$ cat config.mk
export PLATFORM = sky130hd
export DESIGN_NAME = countdown_display
export DESIGN_NICKNAME = d
export VERILOG_FILES = /design/src/rtl/countdown_pkg.sv /design/src/rtl/countdown_seg7_decode.sv /design/src/rtl/countdown_display.sv
export SDC_FILE = /design/constraint.sdc
export NUM_CORES = 1
export LEC_CHECK = 0
export BUFFER_PORTS_ARGS = -buffer_cell sky130_fd_sc_hd__buf_2
export CAP_MARGIN = 20
export CORE_UTILIZATION = 50
export DETAILED_ROUTE_END_ITERATION = 6
export PLACE_DENSITY_LB_ADDON = 0.12
export SLEW_MARGIN = 40
export SYNTH_ARGS = -nofsm -noshare
export SYNTH_HDL_FRONTEND = slang
export SYNTH_HIERARCHICAL = 1
export SYNTH_SLANG_ARGS = --single-unit
$ cat constraint.sdc
create_clock -name clk -period 11.1 [get_ports clk]
set_input_delay 2.22 -clock clk [delete_from_list [all_inputs] [get_ports clk]]
set_output_delay 2.22 -clock clk [all_outputs]
set_load 0.05 [all_outputs]
$ cat src/rtl/countdown_pkg.sv
// Shared types and constants for the countdown display: FSM states, digit index
// and 7-segment patterns ordered {g,f,e,d,c,b,a}.
package countdown_pkg;

    typedef logic [1:0] state_t;
    typedef logic [1:0] digit_idx_t;

    localparam state_t ST_IDLE    = 2'd0;
    localparam state_t ST_ARMED   = 2'd1;
    localparam state_t ST_EXPIRED = 2'd2;

    localparam logic [6:0] SEG_BLANK = 7'h00;
    localparam logic [6:0] SEG_DASH  = 7'h40;
    localparam logic [6:0] SEG_0     = 7'h3F;
    localparam logic [6:0] SEG_1     = 7'h06;
    localparam logic [6:0] SEG_2     = 7'h5B;
    localparam logic [6:0] SEG_3     = 7'h4F;
    localparam logic [6:0] SEG_4     = 7'h66;
    localparam logic [6:0] SEG_5     = 7'h6D;
    localparam logic [6:0] SEG_6     = 7'h7D;
    localparam logic [6:0] SEG_7     = 7'h07;
    localparam logic [6:0] SEG_8     = 7'h7F;
    localparam logic [6:0] SEG_9     = 7'h6F;

endpackage

$ cat src/rtl/countdown_seg7_decode.sv
// Combinational BCD nibble to 7-segment decode; non-decimal nibbles show a dash.
module countdown_seg7_decode
    import countdown_pkg::*;
(
    input  logic [3:0] bcd,
    output logic [6:0] seg
);

    always_comb begin
        seg = SEG_DASH;
        case (bcd)
            4'd0:    seg = SEG_0;
            4'd1:    seg = SEG_1;
            4'd2:    seg = SEG_2;
            4'd3:    seg = SEG_3;
            4'd4:    seg = SEG_4;
            4'd5:    seg = SEG_5;
            4'd6:    seg = SEG_6;
            4'd7:    seg = SEG_7;
            4'd8:    seg = SEG_8;
            4'd9:    seg = SEG_9;
            default: seg = SEG_DASH;
        endcase
    end

endmodule

$ cat src/rtl/countdown_display.sv
// Samples the slow BCD countdown into clk, scans a 4-digit display and raises an alarm at 00:00.
// Optional: COUNTDOWN_DISPLAY_BLANK_LEADING_ZERO_EN blanks a zero minute-tens digit.
//
// state      | meaning
// ST_IDLE    | no count loaded yet, or alarm finished; steady display
// ST_ARMED   | non-zero count running; colon on digit 2
// ST_EXPIRED | count hit 00:00; alarm high, display blinks
module countdown_display
    import countdown_pkg::*;
#(
    parameter int SCAN_DIV     = 1000,
    parameter int BLINK_DIV    = 250000,
    parameter int ALARM_CYCLES = 1000000
) (
    input  logic       clk,
    input  logic       rst,
    input  logic [7:0] minute,
    input  logic [7:0] second,
    output logic [6:0] seg,
    output logic [3:0] an,
    output logic       dp,
    output logic       alarm
);

    localparam int SCAN_W  = $clog2(SCAN_DIV);
    localparam int BLINK_W = $clog2(BLINK_DIV);
    localparam int ALARM_W = (ALARM_CYCLES > 1) ? $clog2(ALARM_CYCLES) : 1;

    localparam logic [SCAN_W-1:0]  SCAN_LAST  = SCAN_W'(SCAN_DIV - 1);
    localparam logic [BLINK_W-1:0] BLINK_LAST = BLINK_W'(BLINK_DIV - 1);
    localparam logic [ALARM_W-1:0] ALARM_LAST = ALARM_W'(ALARM_CYCLES - 1);

    logic [15:0]        s1_q, s1_d, s2_q, s2_d, stable_q, stable_d;
    logic [SCAN_W-1:0]  scan_cnt_q, scan_cnt_d;
    digit_idx_t         idx_q, idx_d;
    state_t             state_q, state_d;
    logic [BLINK_W-1:0] blink_cnt_q, blink_cnt_d;
    logic               blink_on_q, blink_on_d;
    logic [ALARM_W-1:0] alarm_cnt_q, alarm_cnt_d;
    logic [6:0]         seg_q, seg_d;
    logic [3:0]         an_q, an_d;
    logic               dp_q, dp_d;
    logic               alarm_q, alarm_d;

    logic               enter_exp;
    logic [3:0]         nibble;
    logic [6:0]         seg_dec;

    // A multi-bit change is only accepted once two consecutive samples agree.
    always_comb begin
        s1_d     = {minute, second};
        s2_d     = s1_q;
        stable_d = (s1_q == s2_q) ? s2_q : stable_q;
    end

    always_comb begin
        scan_cnt_d = scan_cnt_q + SCAN_W'(1);
        idx_d      = idx_q;
        if (scan_cnt_q == SCAN_LAST) begin
            scan_cnt_d = '0;
            idx_d      = idx_q + 2'd1;
        end
    end

    // The FSM looks at the value stable is about to take, saving one cycle of latency.
    always_comb begin
        state_d = state_q;
        case (state_q)
            ST_IDLE:    if (stable_d != '0) state_d = ST_ARMED;
            ST_ARMED:   if (stable_d == '0) state_d = ST_EXPIRED;
            ST_EXPIRED: begin
                if (stable_d != '0)
                    state_d = ST_ARMED;
                else if (alarm_cnt_q == ALARM_LAST)
                    state_d = ST_IDLE;
            end
            default:    state_d = ST_IDLE;
        endcase
        enter_exp = (state_q != ST_EXPIRED) && (state_d == ST_EXPIRED);
    end

    always_comb begin
        blink_cnt_d = blink_cnt_q + BLINK_W'(1);
        blink_on_d  = blink_on_q;
        if (enter_exp) begin
            blink_cnt_d = '0;
            blink_on_d  = 1'b1;
        end else if (blink_cnt_q == BLINK_LAST) begin
            blink_cnt_d = '0;
            blink_on_d  = ~blink_on_q;
        end

        alarm_cnt_d = alarm_cnt_q;
        if (enter_exp)
            alarm_cnt_d = '0;
        else if (state_q == ST_EXPIRED && alarm_cnt_q != ALARM_LAST)
            alarm_cnt_d = alarm_cnt_q + ALARM_W'(1);
    end

    always_comb begin
        case (idx_q)
            2'd0:    nibble = stable_q[3:0];
            2'd1:    nibble = stable_q[7:4];
            2'd2:    nibble = stable_q[11:8];
            default: nibble = stable_q[15:12];
        endcase
    end

    countdown_seg7_decode u_decode (
        .bcd (nibble),
        .seg (seg_dec)
    );

    always_comb begin
        seg_d = seg_dec;
`ifdef COUNTDOWN_DISPLAY_BLANK_LEADING_ZERO_EN
        if (idx_q == 2'd3 && nibble == 4'd0)
            seg_d = SEG_BLANK;
`endif
        an_d    = ~(4'b0001 << idx_q);
        dp_d    = (state_q == ST_ARMED) && (idx_q == 2'd2);
        alarm_d = (state_q == ST_EXPIRED);
        if (state_q == ST_EXPIRED && !blink_on_q) begin
            an_d  = 4'b1111;
            seg_d = SEG_BLANK;
        end
    end

    always_ff @(posedge clk or posedge rst) begin
        if (rst) begin
            s1_q        <= '0;
            s2_q        <= '0;
            stable_q    <= '0;
            scan_cnt_q  <= '0;
            idx_q       <= '0;
            state_q     <= ST_IDLE;
            blink_cnt_q <= '0;
            blink_on_q  <= 1'b1;
            alarm_cnt_q <= '0;
            seg_q       <= SEG_BLANK;
            an_q        <= 4'b1111;
            dp_q        <= 1'b0;
            alarm_q     <= 1'b0;
        end else begin
            s1_q        <= s1_d;
            s2_q        <= s2_d;
            stable_q    <= stable_d;
            scan_cnt_q  <= scan_cnt_d;
            idx_q       <= idx_d;
            state_q     <= state_d;
            blink_cnt_q <= blink_cnt_d;
            blink_on_q  <= blink_on_d;
            alarm_cnt_q <= alarm_cnt_d;
            seg_q       <= seg_d;
            an_q        <= an_d;
            dp_q        <= dp_d;
            alarm_q     <= alarm_d;
        end
    end

    assign seg   = seg_q;
    assign an    = an_q;
    assign dp    = dp_q;
    assign alarm = alarm_q;

endmodule

Word-level counts from Yosys, hierarchy flattened --
Memory sizes are Yosys's and may differ from the RTL's. Cells that the tools add are included.
Cells by class: add/subtract/negate cells 4, equal/unequal tests 11, shifts and indexed selects 1, multiplexer cells 16, bitwise gates (word level) 2, reductions and logical operators 11
Operators by type and width (number):
- two-way mux 20 bit | 2
- two-way mux 18 bit | 2
- adder 20 x 1 -> 20 bit, second input constant | 1
- equality test 20 bit, second input constant | 1
- inequality test 20 bit, second input constant | 1
- adder 18 x 1 -> 18 bit, second input constant | 1
- equality test 18 bit, second input constant | 1
- equality test 16 bit | 1
- zero test 16 bit | 1
- two-way mux 16 bit | 1
- nonzero test 16 bit | 1
- one-hot mux 4 bit (3 select lines) | 1
- adder 10 x 1 -> 10 bit, second input constant | 1
- equality test 10 bit, second input constant | 1
- two-way mux 10 bit | 1
- two-way mux 2 bit | 4
- two-way mux 7 bit | 1
- equality test 2 bit, second input constant | 3
- one-hot mux 2 bit (3 select lines) | 1
- equality test 2 x 1 -> 1 bit, second input constant | 2
- logical AND 1 bit | 4
- zero test 2 bit | 2
- two-way mux 4 bit | 1
- inverter 4 bit | 1
- other kinds (7) | 9
Storage, ports and cells: register bits after elaboration 114, memory bits (read-only) 112, input bits 18, logic and storage cells 59, memories kept 1
Memories:
- (no name shown) | depth 16, width 7, read ports 1, clocked after Yosys merged registers in 0, wr ports 0, RTL line countdown_seg7_decode.sv:11 | case (bcd)

Longest topological paths before layout --
word-level depth 8, depth in mapped cells 9, depth with buffers taken out 9

By module --
Netlist, hierarchy kept.
Modules (own cells, without submodules):
- countdown_display | instances 1, cells an instance 397, area each 4818.4 um2, sequential area each 2859.0 um2
- countdown_seg7_decode | instances 1, cells an instance 29, area each 232.7 um2, sequential area each 0.0 um2

Worst setup path after synthesis --
Ideal clock, no wire load.
path type reg2out, start reg an_q[0], in the netlist an[0], end out an[0], data arrival time 656 ps, required time 8880 ps, setup slack 8224 ps, cell stages (with the launch flop) 1, path buffers 0, cells stage by stage dfstp_2
RTL lines:
- from (decl) | RTL line countdown_display.sv:41 | logic [3:0] an_q, an_d;
- from (signal assigned) | RTL line countdown_display.sv:155 | an_q <= an_d;
- to (decl) | RTL line countdown_display.sv:20 | output logic [3:0] an,
No word-level cell between the ends.

Final worst setup path --
start reg an_q[2], in the netlist an[2], end out an[2]
No word-level cell between the ends.

==> run metrics <==
number of enable flip-flop cells after synthesis=0; Worst Tran Pin Value=0.761 ns; TritonCTS clock tree=built; Post-Syn Instances=426; # resized after CTS=0; final WL=8610 um; commonest non-fill, non-tap cells in the layout=109 x dfrtp_1, 44 x nor2_1, 39 x xor2_1, 30 x buf_2, 23 x nand2_1; Startpoint Class=flip-flop; sequential area share after synthesis=56.6%; routed vias/inst=5.12; crit path cell chain=buf_2; design area=0.00596 mm2; HP Class=reg2reg; top_reg_cell synth=dfrtp_1; antenna-violating nets left=0; H-tree levels=4; largest net degree at the start of global routing=59; Die X=103 um; Final #Nets=498; Area growth, synth to finish=18.0%; total core area=0.00977 mm2; Initial Utilization=51.7%; initial antenna violation count=0; CP delay by family, top=flip-flops; clock insertion delay at the later pin of the skew report=0.51 ns; Crit. End Element=primary output; Setup TNS=0 ns; Longest Clk Path Bufs=2; Post-CTS Hold Buffers=0; status=complete, no violations; Cell Rows=36; yosys warns=6; P_int=0.878 mW; slew margin rel.=47.8%; Filler cells=792; commonest non-fill, non-tap cell in the layout=dfrtp_1; Die Span Y=103 um; count of input and output buffers=30; Mapped Nets=458; switching share of power=27.4%; power density over cell area=203 mW/mm2; die footprint=0.0105 mm2; Psw=0.331 mW; CP arrival=1.27 ns; DR WL/cell=14.1 um; total power=1.21 mW; DRT iter0 DRCs=183; Mean Syn Cell Area=11.9 um2; Worst-path clk slew=0.06 ns; part of the power in the clock network=47.9%; post-synth cell types=49; residual DRC count=0; #FFs+latches synth=114; GRT Residual Overflow=0; final worst path period need=3.49 ns; worst-path fanout max=1; Placer Congestion=0.787; vias in the first global route=3069; clock sinks=114; CP required=8.88 ns; final worst path period share=31.4%; Mapped Area=0.00505 mm2; IO Pins=31; clk_skew=0.00904 ns; worst vdd ir=0.112 mV; fmax=287 MHz; GRT Overall Usage=18.8%; max_cap viols=0; Placement Cell Area=0.00532 mm2; global-route wire length before repair=14800 um; via count=3133; clock root cell=clkbuf_8; slowest CP cell=dfstp_2; n_diodes=0; async set-reset flop share out of synthesis=100%; LEAKAGE=2.65 nW; share of layout cells above drive strength 1=19.4%; Comb power frac=11.8%; DRT Pass-1 Iters=4; fin util=61.0%; DP Wirelength=5690 um; RSZ-0062 raised after global routing=no; Sequential Power Share=40.3%; Hold Vio Cnt, Final=0; max incr delay on CP=0.51 ns; Worst Path Buf+Inv=1; CTS Buf Count=17; Setup CP Type=reg2out; postcts setup bufs=0; final setup fails=0; max-slew violation count=0
[worst paths after layout]
kind	slack, ns	depth (start not counted)	startpoint	to
max	7.61	1	an[2]	an[2]
min	0.39	0	s1_q[6]	s2_q[6]
max reg2reg	8.41	5	s2_q[1]	blink_cnt_q[15]
min reg2reg	0.39	0	s1_q[6]	s2_q[6]
max in group asynchronous	8.10	3	rst	dp
min in group asynchronous	1.82	2	rst	s1_q[14]
[flip-flops by register name, indices dropped and copies added, names as in the netlist]
signal,count
alarm_cnt_q,20
blink_cnt_q,18
s1_q,16
s2_q,16
stable_q,16
scan_cnt_q,10
seg,7
an,4
idx_q,2
state_q,2
alarm,1
blink_on_q,1
dp,1
[cells by family after synthesis]
| family | share of synthesized area, % |
|---|---|
| buf+inv | 2.87 |
| flops | 56.6 |
| xor+xnor | 10.2 |
| mux | 5.45 |
| simple gates | 17.7 |
| fa+ha+maj | 3.47 |
| compound gates | 3.69 |
[worst register-to-register path, cell delays in order, from the launching register on]
cell	delay (ns)
dfrtp_1	0.41
xor2_1	0.16
nor4_2	0.35
nand4_2	0.55
mux2_2	0.91
nor3_1	0.16
[power groups by stage]
stage	Clock (mW)	Sequential (mW)	Combinational, mW
after global routing	0.610	0.493	0.159
after floorplan	0	0.528	0.0756
after detailed placement	0	0.493	0.145
after global placement	0	0.492	0.142
final	0.579	0.486	0.143
after CTS	0.592	0.487	0.145
[cell type report]
cell class | instances | area, um2 | share of cell area [%]
repair buffers | 31 | 158 | 2.64
multi-input cells | 282 | 2070 | 34.6
inverters | 20 | 77.6 | 1.30
flip-flops and latches | 114 | 2860 | 48.0
well taps | 133 | 166 | 2.79
clock buffers | 17 | 414 | 6.95
clock inverters | 15 | 221 | 3.71
[layer usage]
metal  routed length (um)  share of wire [%]  GRT usage [%]  vias up
li1                     -                  -              -     1558
met1                 4420                 51           26.1     1514
met4                  105                1.2           7.80        0
met5                    0                  0              0        -
met3                  242                2.8           5.90       11
met2                 3840                 45           27.4       50
[metrics by stage]
| step | worst slack [ns] | std cells | hold slack, ns |
|---|---|---|---|
| floorplan | 5.87 | 426 | 0.372 |
| global placement | 7.51 | 580 | 0.379 |
| detailed placement | 7.48 | 580 | 0.378 |
| CTS | 7.57 | 612 | 0.392 |
| global route | 7.56 | 612 | 0.400 |
| finish | 7.61 | 612 | 0.392 |
[cells in the mapped netlist, types with 2 or more instances]
cell	count	area share, %
nand2b_1	3	0.37
and4_1	3	0.52
clkbuf_1	4	0.30
mux2_1	10	2.2
nor4_1	12	1.5
xnor2_1	20	3.5
nand2_1	23	1.7
xor2_1	39	6.8
a222oi_1	4	0.79
a211oi_1	3	0.45
nor2b_1	3	0.37
o21ai_0	3	0.30
and2_1	8	0.99
or4b_1	2	0.40
nand3_1	15	1.5
nand4_1	10	1.2
nor3b_1	2	0.30
nand3b_1	2	0.30
nor2_1	44	3.3
dfrtp_1	109	54
buf_2	2	0.20
o22ai_1	3	0.37
nor3_1	13	1.3
ha_1	14	3.5
buf_6	4	0.89
nor4_2	6	1.5
mux2_2	10	2.2
a21oi_1	7	0.69
inv_1	20	1.5
dfstp_2	5	2.6
mux2i_1	5	0.99
Power figures use the tool's default switching activity.
